## src/rtl/image_buffer_master.sv

```systemverilog
// Buffer initiator: writes one camera frame into the pixel buffer, then streams it back out.
// Optional IMG_BUF_MIRROR_EN: read back each line horizontally mirrored.
module image_buffer_master #(
  parameter int CAMERA_HSIZE   = 4,
  parameter int CAMERA_VSIZE   = 2,
  parameter int PIXEL_SIZE     = 8,
  parameter int BUF_ADDR_WIDTH = 3
) (
  input  logic                      clk,
  input  logic                      rst,
  input  logic                      start,
  output logic                      busy,
  output logic                      done,
  input  logic [PIXEL_SIZE-1:0]     pix_in_data,
  input  logic                      pix_in_valid,
  output logic                      pix_in_ready,
  output logic [PIXEL_SIZE-1:0]     pix_out_data,
  output logic                      pix_out_valid,
  input  logic                      pix_out_ready,
  output logic [BUF_ADDR_WIDTH-1:0] buf_waddr,
  output logic [PIXEL_SIZE-1:0]     buf_wdata,
  output logic                      buf_wvalid,
  input  logic                      buf_wready,
  output logic [BUF_ADDR_WIDTH-1:0] buf_raddr,
  output logic                      buf_rvalid,
  input  logic                      buf_rready,
  input  logic [PIXEL_SIZE-1:0]     buf_rdata
);

  localparam int AW = BUF_ADDR_WIDTH;
  localparam int XW = (CAMERA_HSIZE > 1) ? $clog2(CAMERA_HSIZE) : 1;
  localparam int YW = (CAMERA_VSIZE > 1) ? $clog2(CAMERA_VSIZE) : 1;
  localparam logic [XW-1:0] X_LAST = XW'(CAMERA_HSIZE - 1);
  localparam logic [YW-1:0] Y_LAST = YW'(CAMERA_VSIZE - 1);
  localparam logic [AW-1:0] H_A    = AW'(CAMERA_HSIZE);

  if (CAMERA_HSIZE * CAMERA_VSIZE > (1 << BUF_ADDR_WIDTH)) begin : g_size_err
    $error("image_buffer_master: frame does not fit in buffer address space");
  end

  typedef enum logic [1:0] {S_IDLE, S_WRITE, S_READ, S_DONE} state_t;

  state_t          state, state_nxt;
  logic [XW-1:0]   x;
  logic [YW-1:0]   y;
  logic            last_pix;
  logic            wr_all, rd_all, cap_pend;
  logic            wr_fire, rd_issue, out_fire, clr_cnt;
  logic [AW-1:0]   waddr_calc, raddr_calc;

  assign last_pix   = (x == X_LAST) && (y == Y_LAST);
  assign waddr_calc = AW'(y) * H_A + AW'(x);
`ifdef IMG_BUF_MIRROR_EN
  assign raddr_calc = AW'(y) * H_A + (H_A - AW'(1) - AW'(x));
`else
  assign raddr_calc = waddr_calc;
`endif

  always_ff @(posedge clk or posedge rst) begin
    if (rst) state <= S_IDLE;
    else     state <= state_nxt;
  end

  always_comb begin
    state_nxt    = state;
    pix_in_ready = 1'b0;
    wr_fire      = 1'b0;
    rd_issue     = 1'b0;
    out_fire     = 1'b0;
    clr_cnt      = 1'b0;
    busy         = (state != S_IDLE);
    done         = (state == S_DONE);
    case (state)
      S_IDLE: begin
        if (start) begin
          clr_cnt   = 1'b1;
          state_nxt = S_WRITE;
        end
      end
      S_WRITE: begin
        // wr_all gate stops a camera that keeps valid high from sneaking in an extra pixel
        pix_in_ready = ~buf_wvalid & buf_wready & ~wr_all;
        wr_fire      = pix_in_valid & pix_in_ready;
        if (wr_all && !buf_wvalid && buf_wready) begin
          clr_cnt   = 1'b1;
          state_nxt = S_READ;
        end
      end
      S_READ: begin
        rd_issue = ~buf_rvalid & buf_rready & ~cap_pend & ~pix_out_valid & ~rd_all;
        out_fire = pix_out_valid & pix_out_ready;
        if (out_fire && rd_all) state_nxt = S_DONE;
      end
      S_DONE: state_nxt = S_IDLE;
      default: state_nxt = S_IDLE;
    endcase
  end

  always_ff @(posedge clk or posedge rst) begin
    if (rst) begin
      x             <= '0;
      y             <= '0;
      wr_all        <= 1'b0;
      rd_all        <= 1'b0;
      cap_pend      <= 1'b0;
      buf_wvalid    <= 1'b0;
      buf_waddr     <= '0;
      buf_wdata     <= '0;
      buf_rvalid    <= 1'b0;
      buf_raddr     <= '0;
      pix_out_valid <= 1'b0;
      pix_out_data  <= '0;
    end else begin
      buf_wvalid <= wr_fire;
      buf_rvalid <= rd_issue;
      if (wr_fire) begin
        buf_waddr <= waddr_calc;
        buf_wdata <= pix_in_data;
      end
      // buffer registers rdata on the edge that samples buf_rvalid; capture it one cycle later
      if (rd_issue) begin
        buf_raddr <= raddr_calc;
        cap_pend  <= 1'b1;
      end else if (cap_pend && !buf_rvalid) begin
        pix_out_data  <= buf_rdata;
        pix_out_valid <= 1'b1;
        cap_pend      <= 1'b0;
      end else if (out_fire) begin
        pix_out_valid <= 1'b0;
      end
      if (clr_cnt) begin
        x <= '0;
        y <= '0;
      end else if (wr_fire || rd_issue) begin
        if (x == X_LAST) begin
          x <= '0;
          y <= y + YW'(1);
        end else begin
          x <= x + XW'(1);
        end
      end
      if (state == S_IDLE) begin
        wr_all <= 1'b0;
        rd_all <= 1'b0;
      end else begin
        if (wr_fire && last_pix)  wr_all <= 1'b1;
        if (rd_issue && last_pix) rd_all <= 1'b1;
      end
    end
  end

endmodule
```

## config.mk

```make
export PLATFORM = sky130hd
export DESIGN_NAME = image_buffer_master
export DESIGN_NICKNAME = d
export VERILOG_FILES = /design/src/rtl/image_buffer_master.sv
export SDC_FILE = /design/constraint.sdc
export NUM_CORES = 1
export LEC_CHECK = 0
export CAP_MARGIN = 10
export CELL_PAD_IN_SITES_DETAIL_PLACEMENT = 1
export CELL_PAD_IN_SITES_GLOBAL_PLACEMENT = 2
export CORE_MARGIN = 4
export CORE_UTILIZATION = 35
export DETAILED_ROUTE_END_ITERATION = 8
export DONT_BUFFER_PORTS = 1
export HOLD_SLACK_MARGIN = 0.15
export PLACE_DENSITY = 0.81
export SETUP_SLACK_MARGIN = 0.02
export SYNTH_ARGS = -nofsm -noshare
export SYNTH_HDL_FRONTEND = slang
export SYNTH_SLANG_ARGS = --single-unit
```

## constraint.sdc

```tcl
create_clock -name clk -period 1.5 [get_ports clk]
set_input_delay 0.45 -clock clk [delete_from_list [all_inputs] [get_ports clk]]
set_output_delay 0.45 -clock clk [all_outputs]
set_load 0.05 [all_outputs]
```

# Word-level counts from Yosys, hierarchy flattened
# Cells that the tools add are included.
# op_classes
add_sub_neg,3
n_eq_ne,7
mux,25
bitwise,15
n_reduce_logical,22
# ops
operator,count
1-bit two-way mux,17
2-bit nonzero test,7
2-bit two-way mux,6
1-bit AND,8
2-bit case mux with 4 select lines,1
1-bit logical AND,7
1-bit NOT,7
2-bit equality test (second input constant),3
2-bit inequality test (second input constant),3
2-bit AND reduction,3
3-bit by 2-bit adder with 3-bit output,1
3-bit AND reduction,1
2-bit by 1-bit adder with 2-bit output (second input constant),1
2-bit by 1-bit equality test with 1-bit output (second input constant),1
1-bit zero test,2
2-bit zero test,1
1-bit case mux with 2 select lines,1
1-bit adder (second input constant),1
1-bit logical OR,1
# word_totals
ff_bits,33
input_bits,23
output_inout_bits,28
wordCells,85

# Depth between registers and ports, before layout
# Gate-level depths: netlist of the first run.
# logic_depth
depth_word,9
depth_mapped,7
mapped_depth_nobuf,7

# Worst setup path after synthesis of the first run
# Ideal clock, no wire load.
# synth_path
path_type,register to register
start,register buf_wvalid
end,register buf_wdata[0]
setup_time_ns,0.125
arrival_ns,1.833
required_time_ns,1.375
path_slack_ns,-0.458
path_stages_with_launch,5
path_buffers,0
synth_period_minus_slack_ns,1.958
cell_sequence,dfrtp_1 -> and4bb_2 -> nand2_1 -> inv_2 -> mux2_2
# synth_via
elab_chain_len,5
# synth_lines
element,line_no,source
"start, declared",22,"output logic buf_wvalid,"
"start signal, assigned",114,buf_wvalid <= wr_fire;
1-bit NOT,82,pix_in_ready = ~buf_wvalid & buf_wready & ~wr_all;
1-bit AND (2 in series),82,
1-bit AND,83,wr_fire = pix_in_valid & pix_in_ready;
1-bit two-way mux,73,case (state)
via wr_fire,48,"logic wr_fire, rd_issue, out_fire, clr_cnt;"
"end signal, assigned",118,buf_wdata <= pix_in_data;
"end, declared",21,"output logic [PIXEL_SIZE-1:0] buf_wdata,"
# The timed path passes the listed nets, and every way through them passes these cells.
# A chain may end at the register's enable or synchronous reset.

# Final worst setup path of the first run
# layout_path
start,register state[1]
end,output port pix_in_ready
# layout_via
elab_chain_len,2
# layout_lines
element,line_no,source
"start, declared",43,"state_t state, state_nxt;"
"start signal, assigned",61,else state <= state_nxt;
2-bit by 1-bit equality test with 1-bit output,73,
1-bit two-way mux,73,
"end, declared",16,"output logic pix_in_ready,"
# Every way passes these cells.

==> results of run 1 <==
final cells by class:
| type | instances | share of cell area [%] |
|---|---|---|
| Sequential cell | 33 | 42.5 |
| Multi-Input combinational cell | 63 | 33.6 |
| Timing Repair Buffer | 26 | 12.8 |
| Clock buffer | 7 | 4.94 |
| Tap cell | 48 | 3.08 |
| Inverter | 7 | 2.18 |
| Timing Repair inverter | 1 | 0.577 |
| Clock inverter | 1 | 0.257 |
synth_stat cells:
cell type  instances
a21bo_2            1
a21oi_1            2
mux2i_1            1
inv_1              6
or3_1              2
a22oi_2            1
a31oi_1            2
nand3_1            1
o211ai_1           1
nor2b_1            3
inv_2              1
nand2_1           13
a22oi_1            1
o21ai_0            1
dfrtp_1           33
a21o_2             1
nor2_1             4
and4bb_2           1
nor4b_4            1
ha_1               5
buf_2              1
mux2_2            21
a32o_1             1
state kept, by name, summed over array words and instances (netlist names):
signal / count
buf_rvalid: 1
pix_out_valid: 1
pix_out_data: 8
buf_waddr: 3
buf_wdata: 8
buf_raddr: 3
cap_pend: 1
rd_all: 1
wr_all: 1
buf_wvalid: 1
state: 2
y: 1
x: 2
report_power, final:
group          total, uW  internal (uW)  switching [uW]
logic               1850           1030             812
clock network        734            415             319
registers           2570           1250            1320
total               5150           2700            2450
metrics by stage:
stage                     setup WS, ns  util [%]  total power (uW)
after floorplan                 -0.156         -              3500
after global placement         -0.0426      43.3              3910
after detailed placement        -0.104      43.3              3990
after CTS                       -0.235      49.4              4990
after global routing            -0.342      52.1              5410
final                           -0.282      52.1              5150
worst paths after layout:
kind                         startpoint  slack, ns  cells after the start               to
setup reg to reg               state[1]      -0.25                      8     buf_waddr[0]
min in group clk           buf_rdata[6]       0.32                      1  pix_out_data[6]
setup / recovery               state[1]      -0.28                      4     pix_in_ready
hold reg to reg                    x[1]       0.55                      2     buf_raddr[1]
hold / removal                      rst       0.16                      2     buf_raddr[2]
max in group asynchronous           rst       1.03                      2         state[0]
worst reg2reg max path, cell delays in order, from the launching register on:
cell,delay (ns)
dfrtp_1,0.39
inv_2,0.09
ha_4,0.15
and4bb_4,0.28
buf_6,0.12
buf_12,0.10
nand2_8,0.08
buf_6,0.14
mux2_4,0.29
cells by family after synthesis:
kind of cell | after synthesis | synth area share [%]
buffers and inverters | 8 | 2.26
adder cells (fa/ha/maj) | 5 | 4.51
AO/OA/AOI/OAI | 11 | 6.05
AND/OR/NAND/NOR | 25 | 9.84
multiplexers | 22 | 17.8
flip-flops | 33 | 59.6
layer usage:
layer  vias up  GRT usage [%]  part of all wire (%)
li1        420              -                     -
met1       469           15.4                    37
met2        31           24.2                    56
met3         2           4.69                   6.7
met4         0           3.13                  0.34
met5         -              0                     0
what timing repair did:
action,4_1_cts,5_1_grt
setup endpoints to repair,22,24
pin swaps,4,10
cloned,1,0
setup buffers,5,6
resized for setup,21,15
==> results.ini, run 1 <==
[status]
outcome = finished, violations left
failed_checks = setup timing

[worst_setup_path]
required_ns = 1.05
crit_fanout = 2
cp_num_buf_inv = 2
endpoint_kind = output port
cp_slowest_cell = dfrtp_1
cp_cell_sequence = inv_2, ha_4, and4bb_4, buf_8
crit_type = reg -> out
cp.arrival_ns = 1.33
critPathTopFamily = flip-flops
critPathMaxStageDelay_ns = 0.39
critPathLaunchType = flip-flop

[sta]
timing.final.crit_share_pct = 119
period_needed_ns = 1.78
max_freq_ghz = 0.561
setup-violations-final = 24
hold-worst-slack_ns = 0.158
slew_viol_final = 0
clock_skew_ns = 0.00355
hold_viol_final = 0
slew_headroom_pct = 66.5
fin_setup_tns_ns = -4.03
fin_ws_ns = -0.282
rsz0062_at_grt = yes
worstMarginPinSlew_ns = 0.502

[final_layout]
final_common_cell = dfrtp_1
multiInputGateArea_um2 = 656
final_layout_size_suffix_gt1_share_pct = 55.8
regArea_um2 = 830
layout.cells.non_filler = 186
area_delta_synth_final_pct = 40.7
design_area_um2 = 1950
antenna-diode-count = 0
nets = 165
layout_common_cells = dfrtp_1, buf_4, mux2_4, nand2_1, mux2_2
fillerInstances = 393

[power_and_ir_drop]
cellLeakagePower_uw = 0.000910
vdd_drop_max_mv = 1.53
powerDensity_nw_per_um2 = 2640

[clocking]
cts_hold_buffers = 0
cts_buffers = 5
cts_sinks = 33
clk_pin_slew_worst_paths_ns = 0.07
cts_tree = done
clk_path_buf_depth = 2
insertion_delay_ns = 0.27
cts_max_level = 2
cts_root_buffer = clkbuf_8

[floorplan]
die_w_um = 70.9
die_h_um = 70.9
rows = 22
coreArea_um2 = 3740
initial_core_util_pct = 37.0
die-area_um2 = 5030
io_pins = 51

[detailed_routing]
wl_per_cell_um = 19.1
antenna_left = 0
drc = 0
drtIter0Drc = 15
dr.pass1.iters = 4
routed_wl_um = 3550
vias_per_cell = 4.96
vias = 922

[global_routing]
grt_max_degree = 34
globalRouteOverflowTotal = 0
grt_pass1_vias = 1051
grt_pass1_wl_um = 5250
antenna_found_initial = 0
track_usage_pct = 13.5

[logic_synthesis]
ys_warn_count = 0
synth.top_cell.area_share_pct = 59.6
syn_area_um2 = 1390
yosysTopAreaCell = dfrtp_1
ys_types = 23
synth_cells = 104
ys_seq_area_share_pct = 59.6
syn-mean-instance-area_um2 = 13.3
synth_seq_cells = 33
ys_top_cells_by_area = dfrtp_1, mux2_2, ha_1
synth_nets = 132

[run]
maxCapViolations = 0

[placed_design]
gp_congestion = 0.667
hpwl_um = 2200
dpl.cell_count = 167
numPortBuffers = 0
dpl_cell_area_um2 = 1620

[min_path]
hold_path_class = in -> async

(Power assumes the default switching activity.)
==> run 2: changes to the inputs <==
--- a/config.mk
+++ b/config.mk
@@ -14,6 +14,7 @@
 export DONT_BUFFER_PORTS = 1
 export HOLD_SLACK_MARGIN = 0.15
 export PLACE_DENSITY = 0.81
+export REMOVE_ABC_BUFFERS = 1
 export SETUP_SLACK_MARGIN = 0.02
 export SYNTH_ARGS = -nofsm -noshare
 export SYNTH_HDL_FRONTEND = slang
==> constraint.sdc (replaced) <==
create_clock -name clk -period 1.5 [get_ports clk]
set_input_delay 0.45 -clock clk [delete_from_list [all_inputs] [get_ports clk]]
set_output_delay 0.45 -clock clk [all_outputs]
set_load 0.02 [all_outputs]
==> run 2 against run 1 <==
The run still ends with setup timing left. Non-clock buffer count stayed put. Critical path depth stayed put. Highest routed layer unchanged. Cell count stayed put. Largest cell class unchanged. Power is 15% lower.
==> results.ini, run 2 (same netlist as run 1, synthesis figures left out) <==
[min_path]
hold_path_class = in -> async

[global_routing]
grt_pass1_wl_um = 5640  ; +7.5%
grt_pass1_vias = 1134  ; +7.9%
track_usage_pct = 14.6  ; +1.1 points
globalRouteOverflowTotal = 0  ; unchanged
grt_max_degree = 34  ; unchanged
antenna_found_initial = 0  ; unchanged

[worst_setup_path]
ff2ff_setup_slack_ns = -0.18  ; +0.07 ns
cp.arrival_ns = 1.31  ; -0.02 ns
endpoint_kind = output port
critPathTopFamily = flip-flops
critPathMaxStageDelay_ns = 0.40  ; about the same
rr_startpoint = state[0]
crit_type = reg -> out
required_ns = 1.05  ; about the same
crit_fanout = 3  ; +1
rr_endpoint = state[1]
cp_num_buf_inv = 2  ; unchanged
cp_slowest_cell = dfrtp_1
r2r_cells = 7  ; -1
cp_cell_sequence = inv_2, ha_4, and4bb_2, buf_6
critPathLaunchType = flip-flop

[final_layout]
nets = 165  ; unchanged
final_layout_size_suffix_gt1_share_pct = 53.6  ; -2.2 points
layout_common_cells = dfrtp_1, buf_4, mux2_2, nand2_1, clkbuf_8
regArea_um2 = 827  ; -0.30%
antenna-diode-count = 0  ; unchanged
final_common_cell = dfrtp_1
multiInputGateArea_um2 = 608  ; -7.3%
reg_top3 = buf_wdata x8, pix_out_data x8
area_delta_synth_final_pct = 34.6
fillerInstances = 401  ; +2.0%

[power_and_ir_drop]
power_uw = 4360  ; -15%
vdd_drop_max_mv = 0.903  ; -41%
powerDensity_nw_per_um2 = 2340  ; -12%
cellLeakagePower_uw = 0.000872  ; -4.2%

[status]
outcome = finished, violations left
failed_checks = setup timing

[floorplan]
initial_core_util_pct = 37.0  ; unchanged
io_pins = 51  ; unchanged
rows = 22  ; unchanged
coreArea_um2 = 3740  ; unchanged
die-area_um2 = 5030  ; unchanged
die_w_um = 70.9  ; unchanged
die_h_um = 70.9  ; unchanged

[clocking]
cts_buffers = 5  ; unchanged
cts_max_level = 2  ; unchanged
cts_hold_buffers = 0  ; unchanged
cts_tree = done
clk_path_buf_depth = 2  ; unchanged
cts_sinks = 33  ; unchanged
insertion_delay_ns = 0.28  ; about the same
clk_pin_slew_worst_paths_ns = 0.07  ; about the same
cts_root_buffer = clkbuf_8

[sta]
slew_viol_final = 0  ; unchanged
setup-violations-final = 25  ; +4.2%
rsz0062_at_grt = yes
worstMarginPinSlew_ns = 0.410  ; -0.0918 ns
timing.final.crit_share_pct = 118  ; -1.3 points
slew_headroom_pct = 72.7  ; +6.1 points
max_freq_ghz = 0.567  ; +1.1%
hold_viol_final = 0  ; unchanged
fin_ws_ns = -0.263  ; +0.0190 ns
clock_skew_ns = 0.00536  ; +0.00181 ns
period_needed_ns = 1.76  ; -0.0190 ns

[detailed_routing]
vias = 927  ; +0.54%
antenna_left = 0  ; unchanged
wl_per_cell_um = 18.5  ; -3.2%
dr.pass1.iters = 2  ; -2
drc = 0  ; unchanged
drtIter0Drc = 23  ; +8
routed_wl_um = 3440  ; -3.2%
vias_per_cell = 4.98  ; +0.54%

[placed_design]
numPortBuffers = 0  ; unchanged
gp_congestion = 0.774  ; +16%
place_ws_ns = -0.179  ; -0.0755 ns
hpwl_um = 2460  ; +12%

[run]
maxCapViolations = 0  ; unchanged

==> run 2: power by group <==
part / switching (uW) / internal, uW
clock network: 336 / 540
logic: 663 / 901
registers: 653 / 1260
==> run 2: what timing repair did <==
item	in CTS	in global routing
buffers inserted	5	3
pin swaps	4	4
resized for setup	18	7
endpoints found under the setup margin	24	27
cloned	1	0
==> run 2: through the flow <==
step	setup TNS (ns)	hold WS, ns	area [um2]	std cells	utilization [%]
floorplan	-1.89	0.469	1380	103	-
global placement	-0.912	0.448	1580	169	42.1
detailed placement	-2.38	0.456	1580	169	42.1
CTS	-3.13	0.150	1810	183	48.5
global route	-5.22	0.190	1870	186	49.8
finish	-3.52	0.138	1870	186	49.8
==> run 2: how the worst max path moves through the flow <==
stage / from / end / depth (start not counted)
floorplan: state[1] / buf_wdata[0] / 6
global placement: state[1] / buf_wdata[5] / 6
detailed placement: state[0] / x[0] / 6
CTS: state[0] / pix_in_ready / 3
global route: state[1] / pix_in_ready / 4
finish: state[1] / pix_in_ready / 4
==> run 2: layout make-up <==
| type | count | share of cell area [%] |
|---|---|---|
| tap | 48 | 3.22 |
| clock buffer | 6 | 4.43 |
| multi-input combinational | 63 | 32.6 |
| timing repair buffer | 26 | 11.5 |
| clock inverter | 2 | 2.01 |
| sequential | 33 | 44.3 |
| timing repair inverter | 1 | 0.402 |
| inverter | 7 | 1.54 |
==> run 2: routing by layer <==
layer | global-route usage, % | up-vias | wire length (um)
li1 | - | 425 | -
met1 | 13.9 | 470 | 1130
met2 | 28.1 | 27 | 2020
met3 | 5.54 | 5 | 266
met4 | 5.22 | 0 | 23
met5 | 0 | - | 0
==> run 3: changes to the inputs <==
==> constraint.sdc (replaced) <==
create_clock -name clk -period 1.5 [get_ports clk]
set_input_delay 0.3 -clock clk [delete_from_list [all_inputs] [get_ports clk]]
set_output_delay 0.3 -clock clk [all_outputs]
set_load 0.02 [all_outputs]
==> run 3 against run 2 <==
The run still ends with setup timing left. Cell count up 2.2%. Clock power down 26%. Clock-buffer cell count down 1. Register-to-register slack better by 0.08 ns. Sequential share of layout area down 1.2 points. Sequential power about the same. Critical path type unchanged. Largest cell class unchanged.
==> results.ini, run 3 (same netlist as run 1, synthesis figures left out) <==
[clocking]
cts_sinks = 33  ; unchanged
cts_max_level = 2  ; unchanged
insertion_delay_ns = 0.28  ; about the same
clk_pin_slew_worst_paths_ns = 0.07  ; about the same
clk_path_buf_depth = 2  ; unchanged
cts_tree = done
cts_buffers = 5  ; unchanged
cts_root_buffer = clkbuf_8

[min_path]
worstHoldEndpoint = buf_wdata[0]
hold_path_class = in -> reg
min_from = pix_in_data[0]
hold_depth = 1

[worst_setup_path]
critPathLaunchType = flip-flop
rr_endpoint = x[0]
rr_startpoint = state[1]
cp_slowest_cell = dfrtp_1
critPathMaxStageDelay_ns = 0.42  ; +0.02 ns
crit_type = reg -> out
required_ns = 1.20  ; +0.15 ns
ff2ff_setup_slack_ns = -0.10  ; +0.08 ns
r2r_cells = 6  ; -1
cp_cell_sequence = inv_2, ha_4, and4bb_4, buf_6
crit_fanout = 3  ; unchanged
endpoint_kind = output port
cp.arrival_ns = 1.35  ; +0.04 ns

[placed_design]
numPortBuffers = 0  ; unchanged
hpwl_um = 2360  ; -4.4%
place_ws_ns = -0.159  ; +0.0203 ns
gp_congestion = 0.774  ; +0.10%
dpl.cell_count = 169  ; unchanged

[sta]
period_needed_ns = 1.65  ; -0.118 ns
hold-worst-slack_ns = 0.167  ; +0.0281 ns
fin_ws_ns = -0.145  ; +0.118 ns
worstMarginPinSlew_ns = 0.415  ; +0.00499 ns
clock_skew_ns = 0.00438  ; -0.000986 ns
slew_headroom_pct = 72.3  ; -0.33 points
fin_setup_tns_ns = -1.31  ; +2.21 ns
max_freq_ghz = 0.608  ; +7.2%
rsz0062_at_grt = yes
slew_viol_final = 0  ; unchanged
timing.final.crit_share_pct = 110  ; -7.8 points
setup-violations-final = 18  ; -28%
hold_viol_final = 0  ; unchanged

[floorplan]
coreArea_um2 = 3740  ; unchanged
die_w_um = 70.9  ; unchanged
die_h_um = 70.9  ; unchanged
io_pins = 51  ; unchanged
rows = 22  ; unchanged
initial_core_util_pct = 37.0  ; unchanged
die-area_um2 = 5030  ; unchanged

[final_layout]
reg_top3 = buf_wdata x8, pix_out_data x8
antenna-diode-count = 0  ; unchanged
area_delta_synth_final_pct = 38.4
nets = 169  ; +2.4%
final_layout_size_suffix_gt1_share_pct = 50.0  ; -3.6 points
utilization_pct = 51.2  ; +1.4 points
layout.cells.non_filler = 190  ; +2.2%
final_common_cell = dfrtp_1
layout_common_cells = dfrtp_1, buf_4, mux2_4, nand2_1, mux2_2

[detailed_routing]
drtIter0Drc = 33  ; +43%
vias_per_cell = 5.06  ; +1.5%
antenna_left = 0  ; unchanged
wl_per_cell_um = 18.7  ; +0.97%
routed_wl_um = 3550  ; +3.1%
vias = 961  ; +3.7%
drc = 0  ; unchanged
dr.pass1.iters = 3  ; +1

[power_and_ir_drop]
cellLeakagePower_uw = 0.000910  ; +4.4%
swShare_pct = 39.4  ; +1.5 points
vdd_drop_max_mv = 1.04  ; +16%
clkPwrFrac_pct = 15.4  ; -4.7 points
combinationalPowerShare_pct = 39.2  ; +3.3 points
powerDensity_nw_per_um2 = 2210  ; -5.5%
p_seq_share_pct = 45.5  ; +1.5 points
p_sw_uw = 1670  ; +1.1%
power.internal_uw = 2560  ; -5.2%

[global_routing]
antenna_found_initial = 0  ; unchanged
globalRouteOverflowTotal = 0  ; unchanged
grt_max_degree = 34  ; unchanged
track_usage_pct = 14.9  ; +0.25 points
grt_pass1_vias = 1039  ; -8.4%
grt_pass1_wl_um = 5680  ; +0.60%

[run]
maxCapViolations = 0  ; unchanged

[status]
failed_checks = setup timing
outcome = finished, violations left

==> run 3: cell types whose count changed in the layout (fill, tap and decap cells not counted), moves of 2 or more <==
cell and delta:
mux2_4 +11, buf_4 -4, clkinv_2 +2, dlygate4sd3_1 +7, mux2_2 -11
==> run 3: worst max-delay path by stage <==
stage                         from           end  slack (ns)
after floorplan           state[1]  buf_wdata[0]       -0.21
after global placement    state[1]  buf_wdata[5]       -0.08
after detailed placement  state[1]  buf_wdata[7]       -0.16
after CTS                 state[1]  pix_in_ready       -0.13
after global routing      state[1]  pix_in_ready       -0.21
final                     state[1]  pix_in_ready       -0.15
==> run 3: through the flow <==
| step | cell area, um2 | total power (uW) |
|---|---|---|
| global route | 1920 | 4530 |
| finish | 1920 | 4240 |
| floorplan | 1380 | 2620 |
| global placement | 1580 | 3020 |
| CTS | 1810 | 4110 |
| detailed placement | 1580 | 3140 |
==> run 3: layer usage <==
metal / vias to the layer above / GRT usage (%) / wire length (um)
met5: - / 0 / 0
met4: 0 / 5.01 / 29
met3: 4 / 7.24 / 285
met2: 29 / 24.7 / 1920
met1: 492 / 16.6 / 1310
li1: 436 / - / -
==> run 3: cell type report <==
type | instances | area, um2
Clock buffer | 5 | 68.8
Clock inverter | 3 | 17.5
Fill cell | 403 | 1830
Inverter | 7 | 31.3
Multi-Input combinational cell | 63 | 641
Sequential cell | 33 | 827
Tap cell | 48 | 60.1
Timing Repair Buffer | 30 | 265
Timing Repair inverter | 1 | 7.51
==> run 3: power groups by stage <==
stage / logic [uW] / clock network (uW) / registers (uW)
after floorplan: 758 / 0 / 1870
final: 1660 / 650 / 1930
after detailed placement: 1210 / 0 / 1920
after global routing: 1820 / 724 / 1980
after CTS: 1510 / 667 / 1930
after global placement: 1130 / 0 / 1900
==> run 3: timing repair <==
item                                    4_1_cts  5_1_grt
endpoints found under the hold margin        33        6
gates resized for setup                      30        8
gates cloned                                  1        0
buffers inserted                              2        3
hold buffers                                  1        6
pin swaps                                     9        4
endpoints found under the setup margin       22       25
==> run 3: worst max-delay path: cells and delay by family (launching register included) <==
kind | cells | cell delay [ns]
flip-flops | 1 | 0.42
buffers and inverters | 2 | 0.23
adder cells (fa/ha/maj) | 1 | 0.13
AND/OR/NAND/NOR | 1 | 0.28
